**src/rtl/speed_ramp_pwm.sv**
```systemverilog
`default_nettype none
// ============================================================================
// Module   : speed_ramp_pwm
// Brief    : SPI speed command -> ramped speed -> 15-step PWM, with optional
//            command watchdog (enable with macro SPEED_RAMP_WDT_EN).
// Revision : 1.0  initial release
// ============================================================================
module speed_ramp_pwm #(
    parameter int unsigned PWM_PRESCALE = 50,
    parameter int unsigned RAMP_DIV     = 50000,
    parameter int unsigned WDT_CYCLES   = 50000000
) (
    input  logic       clk,
    input  logic       reset,
    input  logic [3:0] spi_data_in,
    input  logic       spi_data_valid_in,
    output logic       pwm_out,
    output logic [3:0] current_speed_out,
    output logic       ramping_out,
    output logic       timeout_out
);

    localparam int unsigned c_pre_w  = (PWM_PRESCALE > 1) ? $clog2(PWM_PRESCALE) : 1;
    localparam int unsigned c_step_w = (RAMP_DIV > 1) ? $clog2(RAMP_DIV) : 1;
    localparam logic [c_pre_w-1:0]  c_pre_last  = c_pre_w'(PWM_PRESCALE - 1);
    localparam logic [c_step_w-1:0] c_step_last = c_step_w'(RAMP_DIV - 1);

    generate
        if (PWM_PRESCALE < 1 || PWM_PRESCALE > 1023 || RAMP_DIV < 1 ||
            RAMP_DIV > 1048576 || WDT_CYCLES < 2) begin : g_param_check
            $error("speed_ramp_pwm: parameter out of legal range");
        end
    endgenerate

    typedef enum logic [1:0] {
        S_HOLD      = 2'd0,
        S_RAMP_UP   = 2'd1,
        S_RAMP_DOWN = 2'd2
    } state_t;

    state_t                r_state;
    state_t                w_state_next;
    logic [3:0]            r_target;
    logic [3:0]            r_current;
    logic [3:0]            w_current_next;
    logic [c_step_w-1:0]   r_step_cnt;
    logic [c_pre_w-1:0]    r_pre_cnt;
    logic [3:0]            r_pwm_cnt;
    logic [3:0]            r_duty;
    logic                  r_pwm;
    logic                  w_tick;
    logic                  w_wdt_expire;

`ifdef SPEED_RAMP_WDT_EN
    logic [31:0] r_wdt_cnt;
    logic        r_timeout;

    // A strobe on the expiry cycle masks the expiry, so the command wins.
    assign w_wdt_expire = !spi_data_valid_in && (r_wdt_cnt == WDT_CYCLES - 32'd2);

    always_ff @(posedge clk) begin
        if (reset) begin
            r_wdt_cnt <= '0;
            r_timeout <= 1'b0;
        end else if (spi_data_valid_in) begin
            r_wdt_cnt <= '0;
            r_timeout <= 1'b0;
        end else if (r_wdt_cnt != WDT_CYCLES - 32'd1) begin
            r_wdt_cnt <= r_wdt_cnt + 32'd1;
            if (w_wdt_expire) begin
                r_timeout <= 1'b1;
            end
        end
    end

    assign timeout_out = r_timeout;
`else
    assign w_wdt_expire = 1'b0;
    assign timeout_out  = 1'b0;
`endif

    always_ff @(posedge clk) begin
        if (reset) begin
            r_target <= 4'd0;
        end else if (spi_data_valid_in) begin
            r_target <= spi_data_in;
        end else if (w_wdt_expire) begin
            r_target <= 4'd0;
        end
    end

    // Direction is re-evaluated every cycle; a step only happens when the
    // direction still agrees with the target, so current never overshoots.
    always_comb begin
        w_state_next   = r_state;
        w_current_next = r_current;
        case (r_state)
            S_HOLD: begin
                if (r_target > r_current) begin
                    w_state_next = S_RAMP_UP;
                end else if (r_target < r_current) begin
                    w_state_next = S_RAMP_DOWN;
                end
            end
            S_RAMP_UP: begin
                if (r_target < r_current) begin
                    w_state_next = S_RAMP_DOWN;
                end else if (r_target == r_current) begin
                    w_state_next = S_HOLD;
                end else if (r_step_cnt == c_step_last) begin
                    w_current_next = r_current + 4'd1;
                    if (w_current_next == r_target) begin
                        w_state_next = S_HOLD;
                    end
                end
            end
            S_RAMP_DOWN: begin
                if (r_target > r_current) begin
                    w_state_next = S_RAMP_UP;
                end else if (r_target == r_current) begin
                    w_state_next = S_HOLD;
                end else if (r_step_cnt == c_step_last) begin
                    w_current_next = r_current - 4'd1;
                    if (w_current_next == r_target) begin
                        w_state_next = S_HOLD;
                    end
                end
            end
            default: begin
                w_state_next = S_HOLD;
            end
        endcase
    end

    always_ff @(posedge clk) begin
        if (reset) begin
            r_state    <= S_HOLD;
            r_current  <= 4'd0;
            r_step_cnt <= '0;
        end else begin
            r_state   <= w_state_next;
            r_current <= w_current_next;
            if (w_state_next != r_state || r_state == S_HOLD || r_step_cnt == c_step_last) begin
                r_step_cnt <= '0;
            end else begin
                r_step_cnt <= r_step_cnt + 1'b1;
            end
        end
    end

    assign w_tick = (r_pre_cnt == c_pre_last);

    // Duty is only sampled at the period boundary to avoid runt pulses.
    always_ff @(posedge clk) begin
        if (reset) begin
            r_pre_cnt <= '0;
            r_pwm_cnt <= 4'd0;
            r_duty    <= 4'd0;
            r_pwm     <= 1'b0;
        end else begin
            r_pre_cnt <= w_tick ? '0 : r_pre_cnt + 1'b1;
            if (w_tick) begin
                if (r_pwm_cnt == 4'd14) begin
                    r_pwm_cnt <= 4'd0;
                    r_duty    <= r_current;
                end else begin
                    r_pwm_cnt <= r_pwm_cnt + 4'd1;
                end
            end
            r_pwm <= (r_pwm_cnt < r_duty);
        end
    end

    assign pwm_out           = r_pwm;
    assign current_speed_out = r_current;
    assign ramping_out       = (r_state != S_HOLD);

endmodule
`default_nettype wire

```
**config.mk**
```make
export PLATFORM = sky130hd
export DESIGN_NAME = speed_ramp_pwm
export DESIGN_NICKNAME = d
export VERILOG_FILES = /design/src/rtl/speed_ramp_pwm.sv
export SDC_FILE = /design/constraint.sdc
export NUM_CORES = 1
export LEC_CHECK = 0
export CAP_MARGIN = 30
export CORE_MARGIN = 2
export CORE_UTILIZATION = 64
export CTS_CLUSTER_DIAMETER = 60
export DETAILED_ROUTE_END_ITERATION = 12
export PLACE_DENSITY = 0.83
export REMOVE_ABC_BUFFERS = 1
export SLEW_MARGIN = 20
export SYNTH_ARGS = -nofsm -noshare
export SYNTH_HDL_FRONTEND = slang
export SYNTH_SLANG_ARGS = --single-unit
```
**constraint.sdc**
```tcl
create_clock -name clk -period 6.15 [get_ports clk]
set_input_delay 0.615 -clock clk [delete_from_list [all_inputs] [get_ports clk]]
set_output_delay 0.615 -clock clk [all_outputs]
set_load 0.02 [all_outputs]
```
; ---- Yosys cells after proc, flatten, opt, wreduce, memory -nomap -nowiden
; Cells that the tools add are included.
[totals]
latch_bits = 0
rom_bits = 0
input_bits = 7
wordCells = 59
ff_bits = 41
mem_count = 0
mem_bits_rw = 0
out_inout_bits = 7
[classes]
mul = 0
addsub = 5
shift = 0
n_mux = 19
n_reduce_logical = 9
magnitude_cmp = 3
eq_ne = 15
bitwise_logic = 0
div_mod_pow = 0
[ops]
columns = cell, n
row1 = $mux W4, 7
row2 = $mux W2, 10
row3 = $add A16 B1 Y16 const B, 1
row4 = $eq A16 B16 Y1 const B, 1
row5 = $eq A4 B4 Y1, 3
row6 = $ne A2 B2 Y1 const B, 6
row7 = $add A4 B1 Y4 const B, 2
row8 = $lt A4 B4 Y1, 2
row9 = $pmux W4 S2, 1
row10 = $reduce_and A7 Y1, 1
row11 = $add A6 B1 Y6 const B, 1
row12 = $eq A6 B6 Y1 const B, 1
row13 = $pmux W2 S3, 1
row14 = $eq A4 B4 Y1 const B, 1
row15 = $gt A4 B4 Y1, 1
row16 = $reduce_bool A2 Y1, 2
row17 = $reduce_or A2 Y1, 2
row18 = $sub A4 B1 Y4 const B, 1
row19 = $eq A2 B1 Y1 const B, 1
row20 = $eq A2 B2 Y1 const B, 1
row21 = $logic_not A2 Y1, 1
row22 = $logic_or A1 B1 Y1, 2
row23 = $ne A2 B2 Y1, 1
row24 = $reduce_and A2 Y1, 1

; ---- Depth between registers and ports, before layout
[depth]
depth_word = 11
ltp_mapped = 9
mapped_depth_nobuf = 8

; ---- Worst setup path after synthesis
; No wires, ideal clock.
[synth_timing]
path_kind = reg-to-reg
start = register r_current[0] (netlist: current_speed_out[0])
end = register r_step_cnt[10]
required_ns = 6.033
synth_period_minus_slack_ns = 2.510
arrival_ns = 2.393
setup_slack_ns = 3.640
stages_incl_launch_ff = 10
setup_ns = 0.117
n_path_buf = 1
cell_sequence = dfxtp_1 inv_1 ha_1 xor2_1 or2_2 o41ai_4 o31ai_2 a211oi_4 buf_8 nor3_2
[synth_between]
elab_chain_len = 11
word_cells_on_any_way = 22
classes_between = 2 x add/sub / 2 x order compare / 4 x eq/ne / 11 x mux / 3 x reduce/logical
[synth_rtl]
columns = element, line_no
row1 = start: declaration, 44  ; logic [3:0] r_current;
row2 = start signal: assignment, 142  ; r_current <= w_current_next;
row3 = $sub A4 B1 Y4 / $add A4 B1 Y4 (equally long branches), "123, 111"
row4 = $eq A4 B4 Y1 (on tied branches), "124, 112"
row5 = $mux W2 (on tied branches), "124, 112"
row6 = $mux W2 (on tied branches), "122, 110"
row7 = $mux W2 (on tied branches), "120, 108"
row8 = $mux W2 (on tied branches), "118, 106"
row9 = $pmux W2 S3 *, 97  ; case (r_state)
row10 = $ne A2 B2 Y1 *, 143  ; if (w_state_next != r_state || r_state == S_HOLD || r_step_cnt == c_step_last) begin
row11 = $logic_or A1 B1 Y1 * (2 in a row), 143
row12 = $reduce_or A2 Y1 (no source line) *, -
row13 = end signal: assignment, 146  ; r_step_cnt <= r_step_cnt + 1'b1;
row14 = end: declaration, 46  ; logic [c_step_w-1:0] r_step_cnt;
; Every way passes the cells marked *; elsewhere a longest branch is shown, timed or not.
; A chain may end at the register's enable or synchronous reset.

; ---- Worst setup path in the final report
[layout_timing]
start = register r_current[1] (netlist: current_speed_out[1])
end = register r_step_cnt[2]
; Same word-level chain as after synthesis.

==> results.py <==
metrics = {
    "run_status": {
        "status": "finished clean",
    },
    "die": {
        "die_h_um": 65.25,
        "initial_utilization_pct": 66.08,
        "die_width_um": 65.25,
        "pin_count": 14,
        "die_area_mm2": 0.004258,
        "coreArea_mm2": 0.003633,
        "num_rows": 22,
    },
    "critical_path": {
        "reg2reg_to": "r_step_cnt[2]",
        "cp_max_fo": 16,
        "r2r_slack_ns": 3.35,
        "worstReg2RegStart": "current_speed_out[1]",
        "startpoint_type": "register",
        "r2r_cells": 8,
        "arrival_ns": 2.95,
        "crit_path_end_kind": "register",
        "worst_ep_required_time_ns": 6.30,
        "criticalPathCategory": "register to register",
    },
    "timing": {
        "rsz0062_at_grt": "no",
        "setup_viol": 0,
        "fin_crit_ns": 2.796,
        "finClkSkew_ns": 0.005099,
        "finalHoldViolCount": 0,
        "fin_setup_tns_ns": 0,
        "post-route-period-util_pct": 45.46,
        "relSlewSlack_pct": 44.24,
        "worst_slew_pin_slew_ns": 0.8338,
        "slew_viol_final": 0,
        "hold_slack_ns": 0.4603,
        "fmax_ghz": 0.3577,
    },
    "cts": {
        "cts.clk_slew.worst_paths_ns": 0.08,
        "holdBufCountCts": 0,
        "cts_tree": "built",
        "cts-root-buf": "clkbuf_8",
        "cts_sinks": 41,
        "cts-htree-levels": 2,
        "cts_buffers": 5,
        "clkLatencyLatePin_ns": 0.30,
        "cts_resized": 0,
        "cts_buffer_depth": 2,
        "postCtsSetupBuffers": 0,
    },
    "synth": {
        "synth_cell_types": 47,
        "syn-cell-area_mm2": 0.002401,
        "async_reset_ff_share_pct": 0,
        "ys_ff_latch": 41,
        "yosysSeqAreaShare_pct": 34.18,
        "ys_warn_count": 0,
        "syn-instance-count": 270,
        "synth_area_per_cell_um2": 8.893,
        "synth_edf_count": 0,
        "synth-main-ff-cell": "dfxtp_1",
    },
    "finish": {
        "fin_cells": 326,
        "nets": 301,
        "nFillCells": 303,
        "area_growth_pct": 8.754,
        "drive_gt1_share_pct": 10.79,
        "diodes": 0,
    },
    "global_route": {
        "antenna_found_initial": 0,
        "grt_start_max_net_pins": 22,
        "grt_usage_pct": 23.67,
        "grt_pass1_wl_um": 7838,
        "grt.overflow.total": 0,
        "first_global_vias": 1857,
    },
    "route": {
        "drt_pass1_iterations": 4,
        "drt.antenna.violating_nets": 0,
        "drtIter0Drc": 78,
        "wl_um": 4304,
        "wl_per_cell_um": 13.20,
        "route.detailed.drc": 0,
        "dr_total_vias": 1817,
        "viasPerCell": 5.574,
    },
    "run": {
        "drv_cap": 0,
    },
    "min_path": {
        "holdPathEnd": "r_step_cnt[0]",
        "hold_start": "r_step_cnt[0]",
        "hold_path.class": "register to register",
        "min_path_cells": 1,
    },
    "power": {
        "cellPowerDensity_mw_per_mm2": 302.3,
        "p_leak_nw": 0.9443,
        "vdd_drop_max_mv": 0.2059,
    },
    "placement": {
        "place_hpwl_um": 3140,
        "port_buffers": 12,
        "dp.cells": 319,
        "gp_congestion": 0.8894,
    },
}
## metal layers
| metal | wire length, um | up-vias | track usage, % |
|---|---|---|---|
| li1 | - | 950 | - |
| met4 | 52 | 0 | 9.896 |
| met3 | 171 | 6 | 6.507 |
| met2 | 2101 | 30 | 39.92 |
| met1 | 1978 | 831 | 28.29 |
| met5 | 0 | - | 0 |
## synthesized netlist by cell type, drive strengths merged, types with 3 or more instances
| cell type | instances | area [um2] |
|---|---|---|
| buf | 3 | 30.02 |
| o31ai | 3 | 32.53 |
| o21ai | 5 | 25.02 |
| xor2 | 9 | 78.83 |
| and4 | 3 | 26.28 |
| a211oi | 3 | 35.03 |
| inv | 15 | 56.30 |
| xnor2 | 18 | 157.7 |
| nand2b | 4 | 25.02 |
| nand3 | 12 | 60.06 |
| ha | 16 | 200.2 |
| a21oi | 11 | 55.05 |
| nor3 | 20 | 150.1 |
| mux2i | 7 | 70.07 |
| dfxtp | 41 | 820.8 |
| nand4 | 3 | 18.77 |
| nand2 | 24 | 90.09 |
| clkbuf | 8 | 30.03 |
| nor2 | 32 | 120.1 |
| a31oi | 4 | 25.02 |
## flip-flops by register name (all words and copies together), names as in the netlist
signal	count
r_pre_cnt	6
r_pwm_cnt	4
r_duty	4
r_target	4
r_state	2
current_speed_out	4
pwm_out	1
r_step_cnt	16
## through the flow
step	power, mW	util [%]	setup slack (ns)	instance area, um2
4_1_cts	0.7970	71.87	3.347	2611
6_report	0.7895	71.87	3.354	2611
5_1_grt	0.8438	71.87	3.126	2611
2_1_floorplan	0.5404	-	3.450	2341
3_5_place_dp	0.6135	69.39	3.362	2521
3_3_place_gp	0.6084	69.39	3.438	2521
## cells by family (layout without fill, tap and decap cells)
kind of cell	count (synthesis)	in the layout	synth area share [%]
simple gates	113	113	26.47
flops	41	41	34.18
compound gates	39	39	13.24
xor+xnor	27	27	9.849
buf+inv	26	34	4.846
fa+ha+maj	16	16	8.338
mux	7	7	2.918
other cells	1	1	0.1562
## cell type report
cell class	count	area, um2	share of cell area, %
Timing Repair Buffer	12	120.1	4.600
Clock inverter	1	7.507	0.2875
Clock buffer	6	82.58	3.162
Sequential cell	41	820.8	31.43
Tap cell	48	60.06	2.300
Inverter	15	56.30	2.156
Multi-Input combinational cell	203	1464	56.06
## report_power, final
part / leakage (nW) / switching (mW) / internal (mW) / total [mW]
Combinational: 0.569 / 0.192 / 0.116 / 0.308
Sequential: 0.332 / 0.0196 / 0.282 / 0.301
Clock: 0.0433 / 0.0910 / 0.0886 / 0.180
## worst max-delay path, cell delays in order (launching register included)
cell,delay [ns]
dfxtp_1,0.39
inv_1,0.11
ha_1,0.33
nor2b_1,0.16
o31ai_1,0.51
a221o_1,0.30
nand2_1,0.07
o21bai_2,0.66
nor3_1,0.11
## how the worst max path moves through the flow
| stage | end | slack [ns] | startpoint |
|---|---|---|---|
| floorplan | r_step_cnt[1] | 3.45 | current_speed_out[0] |
| global placement | r_step_cnt[1] | 3.44 | current_speed_out[0] |
| detailed placement | r_step_cnt[2] | 3.36 | current_speed_out[0] |
| CTS | r_step_cnt[2] | 3.35 | current_speed_out[0] |
| global route | r_step_cnt[0] | 3.13 | current_speed_out[1] |
| finish | r_step_cnt[2] | 3.35 | current_speed_out[1] |
## cells in the final DEF (no fill, tap or decap), types with 2 or more instances in the layout
cell	count
clkbuf_8	6
xor2_1	9
a21o_1	2
a31oi_1	4
a21oi_1	11
nand4_1	3
inv_1	15
o21ai_0	5
ha_1	16
nand3_1	12
and3_1	2
nand2_1	24
nand2b_1	4
nor2b_1	2
or3_1	2
and4_1	3
o31ai_2	2
mux2i_1	7
or2_2	2
nor3_1	10
xnor2_1	18
and4bb_2	2
nor2_1	32
clkdlybuf4s50_1	12
a211oi_1	2
nor3_2	10
dfxtp_1	41
Power figures use the tool's default switching activity.
==> RTL edit 1, RTL diff (same flow settings) <==
Remove the register `r_pwm`: a continuous assignment takes its place, so the output `pwm_out` follows one clock earlier.
--- a/src/rtl/speed_ramp_pwm.sv
+++ b/src/rtl/speed_ramp_pwm.sv
@@ -158,3 +158,2 @@
             r_duty    <= 4'd0;
-            r_pwm     <= 1'b0;
         end else begin
@@ -169,5 +168,6 @@
             end
-            r_pwm <= (r_pwm_cnt < r_duty);
         end
     end
+
+    assign r_pwm = (r_pwm_cnt < r_duty);
 
Formal check against the unedited RTL: no difference found for any inputs over 10 cycles, from zero or initial values and one cycle with reset high; that may be too few to reach the edited logic, so the function may still have changed.
==> RTL edit 1 against the original RTL <==
  * Clock skew up 0.0072 ns
  * Non-clock buffer count up 1
  * Wire length down 18%
  * Largest cell class unchanged
  * Core utilization up 2.5 points
  * Die area down 13%
  * Critical endpoint is now pwm_out
  * Sequential cell count down 1
  * Setup slack better by 0.027 ns
  * Final area down 12%
  * Area after synthesis down 14%
  * Count of clock-buffer cells in the layout unchanged
Power is not compared: it rests on default switching activity, and its combinational part moved more than twofold at a synthesized area within 25%.
==> RTL edit 1: results (changes against the original RTL) <==
* Max incr delay on CP at 0.61 ns (was 0.66 ns)
* Finished Layout Cells at 291 (was 326)
* Most instantiated cells after synthesis: dfxtp_1, nor2_1, xor2_1 (was dfxtp_1, nor2_1, nand2_1)
* Synth Area per Inst at 8.85 sq um (was 8.89 sq um)
* Nets at 265 (was 301)
* Hold Worst Slack at 0.476 ns (was 0.460 ns)
* CTS root buf: clkbuf_4 (was clkbuf_8)
* Clk_skew at 0.0123 ns (was 0.00510 ns)
* Routed wire length at 3540 um (was 4300 um)
* Post-DP Area at 2210 sq um (was 2520 sq um)
* Worst reg-to-reg setup slack at 3.62 ns (was 3.35 ns)
* CP arrival at 2.15 ns (was 2.95 ns)
* Share of post-route cells with drive strength above 1 at 5.26% (was 10.8%)
* Largest fanout on the critical path at 8 (was 16)
* Clock transition at path regs at 0.11 ns (was 0.08 ns)
* Slew @ Worst Pin at 0.536 ns (was 0.834 ns)
* DP Cell Count at 283 (was 319)
* Initial DRC Count at 129 (was 78)
* Vias per cell at 5.42 (was 5.57)
* Slowest cell on crit path: clkdlybuf4s50_1 (was o21bai_2)
* HPWL Detailed at 2560 um (was 3140 um)
* Post-synthesis sequential area ratio at 38.6% (was 34.2%)
* Synth unique cells at 42 (was 47)
* R2R cell count at 7 (was 8)
* Outcome: finished, final reports clean (unchanged)
## RTL edit 1: cell types whose count changed after synthesis, moves of 4 or more
| cell | change |
|---|---|
| clkbuf_1 | -5 |
| xor2_1 | +6 |
| xnor2_1 | -8 |
| mux2i_1 | +5 |
| nor3_2 | -10 |
| nand2_1 | -12 |
| ha_1 | -4 |
## RTL edit 1: cell type report
class                   instances  share of cell area, %
multi-input cells             173                   51.6
flip-flops and latches         40                   35.0
repair buffers                 13                   5.58
well taps                      44                   2.41
inverters                      13                   2.13
clock buffers                   6                   1.80
clock inverters                 2                   1.53
## RTL edit 1: metal layers
layer | GRT usage (%) | vias to the layer above | wire length (um)
met5 | 0 | - | 0
met4 | 10.2 | 0 | 35
met3 | 5.97 | 4 | 126
met2 | 35.5 | 23 | 1690
met1 | 28.6 | 723 | 1690
li1 | - | 827 | -
## RTL edit 1: how the worst max path moves through the flow
| stage | to | slack, ns | startpoint | cells past startpoint |
|---|---|---|---|---|
| after floorplan | r_step_cnt[10] | 3.79 | current_speed_out[2] | 7 |
| after global placement | r_step_cnt[15] | 3.72 | reset | 5 |
| after detailed placement | r_step_cnt[8] | 3.64 | current_speed_out[2] | 7 |
| after CTS | pwm_out | 3.37 | r_pwm_cnt[1] | 5 |
| after global routing | pwm_out | 3.26 | r_pwm_cnt[1] | 5 |
| final | pwm_out | 3.38 | r_pwm_cnt[1] | 5 |
## RTL edit 1: logic make-up (layout without fill, tap and decap cells)
logic type | Yosys count | count (layout) | share of synthesized area [%]
AOI/OAI and AO/OA | 29 | 29 | 9.06
xor gates and xnor gates | 25 | 25 | 10.6
adders and majority gates | 12 | 12 | 7.25
buffers and inverters | 21 | 34 | 4.41
DFF | 40 | 40 | 38.6
muxes | 14 | 14 | 7.25
other | 1 | 1 | 0.181
and+or+nand+nor | 92 | 92 | 22.6
==> RTL edit 2, RTL diff (same flow settings) <==
Made on the original files. Add a define of `SPEED_RAMP_WDT_EN`.
--- a/src/rtl/speed_ramp_pwm.sv
+++ b/src/rtl/speed_ramp_pwm.sv
@@ -7,2 +7,4 @@
 // ============================================================================
+`define SPEED_RAMP_WDT_EN
+
 module speed_ramp_pwm #(
Function: no difference found for any inputs over 10 cycles, from zero or initial values and one cycle with reset high; that may be too few to reach the edited logic, so the function may still have changed.
==> RTL edit 2 against the original RTL <==
  * Sequential cell count up 33
  * Synthesized cell count is 51% higher
  * Worst hold slack worse by 0.013 ns
  * Core utilization grew 0.095 points
  * Count of clock-buffer cells in the layout is 3 higher
  * Setup slack improved by 0.19 ns
  * Final area up 52%
  * Sequential share of layout area grew 6.0 points
  * Area after synthesis up 51%
  * Wire length is 51% higher
  * Total power increased by 18%
  * Critical endpoint is now r_step_cnt[10]
  * Highest routed layer unchanged
==> RTL edit 2: results (changes against the original RTL) <==
* Most instantiated cells after synthesis: dfxtp_1, nor2_1, xor2_1 (was dfxtp_1, nor2_1, nand2_1)
* Routed wire length at 6500 um (was 4300 um)
* Worst vdd rail ir drop at 0.000155 V (was 0.000206 V)
* Global-route usage over all layers at 23.0% (was 23.7%)
* DP Worst Slack at 3.49 ns (was 3.36 ns)
* Global routing usage on met2 at 38.6% (was 39.9%)
* Largest regs: r_wdt_cnt x32, r_step_cnt x16, r_pre_cnt x6 (was r_step_cnt x16, r_pre_cnt x6)
* Outcome: finished, final reports clean (unchanged)
* Vias per cell at 5.71 (was 5.57)
* Clk_skew at 0.00734 ns (was 0.00510 ns)
* Max incr delay on CP at 0.60 ns (was 0.66 ns)
* CP arrival at 2.88 ns (was 2.95 ns)
* Met1 Resource Use GR at 27.4% (was 28.3%)
* DP Cell Count at 479 (was 319)
* CTS buffer count at 9 (was 5)
* Int Power at 0.726 mW (was 0.487 mW)
* Slowest cell on crit path: or3_1 (was o21bai_2)
* Worst-Skew Late Latency at 0.34 ns (was 0.30 ns)
* HPWL Detailed at 4500 um (was 3140 um)
* Largest fanout on the critical path at 14 (was 16)
* Slew @ Worst Pin at 0.749 ns (was 0.834 ns)
* Htree depth at 3 (was 2)
* Nets at 439 (was 301)
* FILL cells at 438 (was 303)
* Synth area leaders: dfxtp_1, xor2_1, nor2_1, ha_1, xnor2_1 (was dfxtp_1, ha_1, xnor2_1, nor2_1, nor3_2)
* Synth unique cells at 54 (was 47)
* Pleak at 1.39 nW (was 0.944 nW)
* Placer Congestion at 0.781 (was 0.889)
RTL edit 2: changes by cell type after synthesis, moves of 8 or more:
cell,delta
dfxtp_1,+33
nand3_1,+10
nand4_1,+12
nor2_1,+32
nor3_2,-8
xor2_1,+24
RTL edit 2: through the flow:
step / total power [mW] / utilization, %
2_1_floorplan: 0.527 / -
3_3_place_gp: 0.541 / 68.2
3_5_place_dp: 0.543 / 68.2
4_1_cts: 0.936 / 72.0
5_1_grt: 0.961 / 72.0
6_report: 0.929 / 72.0
RTL edit 2: power groups by stage:
stage	registers, mW	clock network, mW	logic (mW)
floorplan	0.500	0	0.0271
global placement	0.501	0	0.0402
detailed placement	0.501	0	0.0414
CTS	0.490	0.405	0.0416
global route	0.491	0.424	0.0461
finish	0.490	0.397	0.0415
RTL edit 2: worst paths after layout:
| check | to | slack (ns) | depth (start not counted) |
|---|---|---|---|
| hold / removal | r_step_cnt[0] | 0.45 | 1 |
| hold reg to reg | r_step_cnt[0] | 0.45 | 1 |
| setup reg to reg | r_step_cnt[10] | 3.54 | 8 |
| setup / recovery | r_step_cnt[10] | 3.54 | 8 |
RTL edit 2: logic make-up (layout without fill, tap and decap cells):
| family | after synthesis | count (layout) | share of synthesized area (%) |
|---|---|---|---|
| xor+xnor | 50 | 50 | 12.0 |
| buf+inv | 30 | 44 | 4.44 |
| fa+ha+maj | 14 | 14 | 4.82 |
| mux | 4 | 4 | 1.10 |
| flops | 74 | 74 | 40.7 |
| compound gates | 48 | 48 | 7.98 |
| simple gates | 188 | 188 | 28.9 |
RTL edit 2: worst reg2reg max path, delay by kind of cell, from the launching register on:
kind / cells / cell delay (ns)
AOI/OAI and AO/OA: 1 / 0.28
adders and majority gates: 1 / 0.31
buffers and inverters: 1 / 0.12
DFF: 1 / 0.45
and+or+nand+nor: 5 / 1.39
RTL edit 2: area by class of cell:
cell class	count	area share, %
Sequential cell	74	37.4
Timing Repair Buffer	13	3.28
Tap cell	72	2.27
Inverter	16	1.52
Clock buffer	9	3.13
Clock inverter	6	2.08
Multi-Input combinational cell	304	50.3
RTL edit 2: per-layer routing:
metal | up-vias | part of all wire (%)
met5 | - | 0
met4 | 0 | 1.8
met3 | 13 | 2.8
met2 | 38 | 47
met1 | 1335 | 49
li1 | 1436 | -
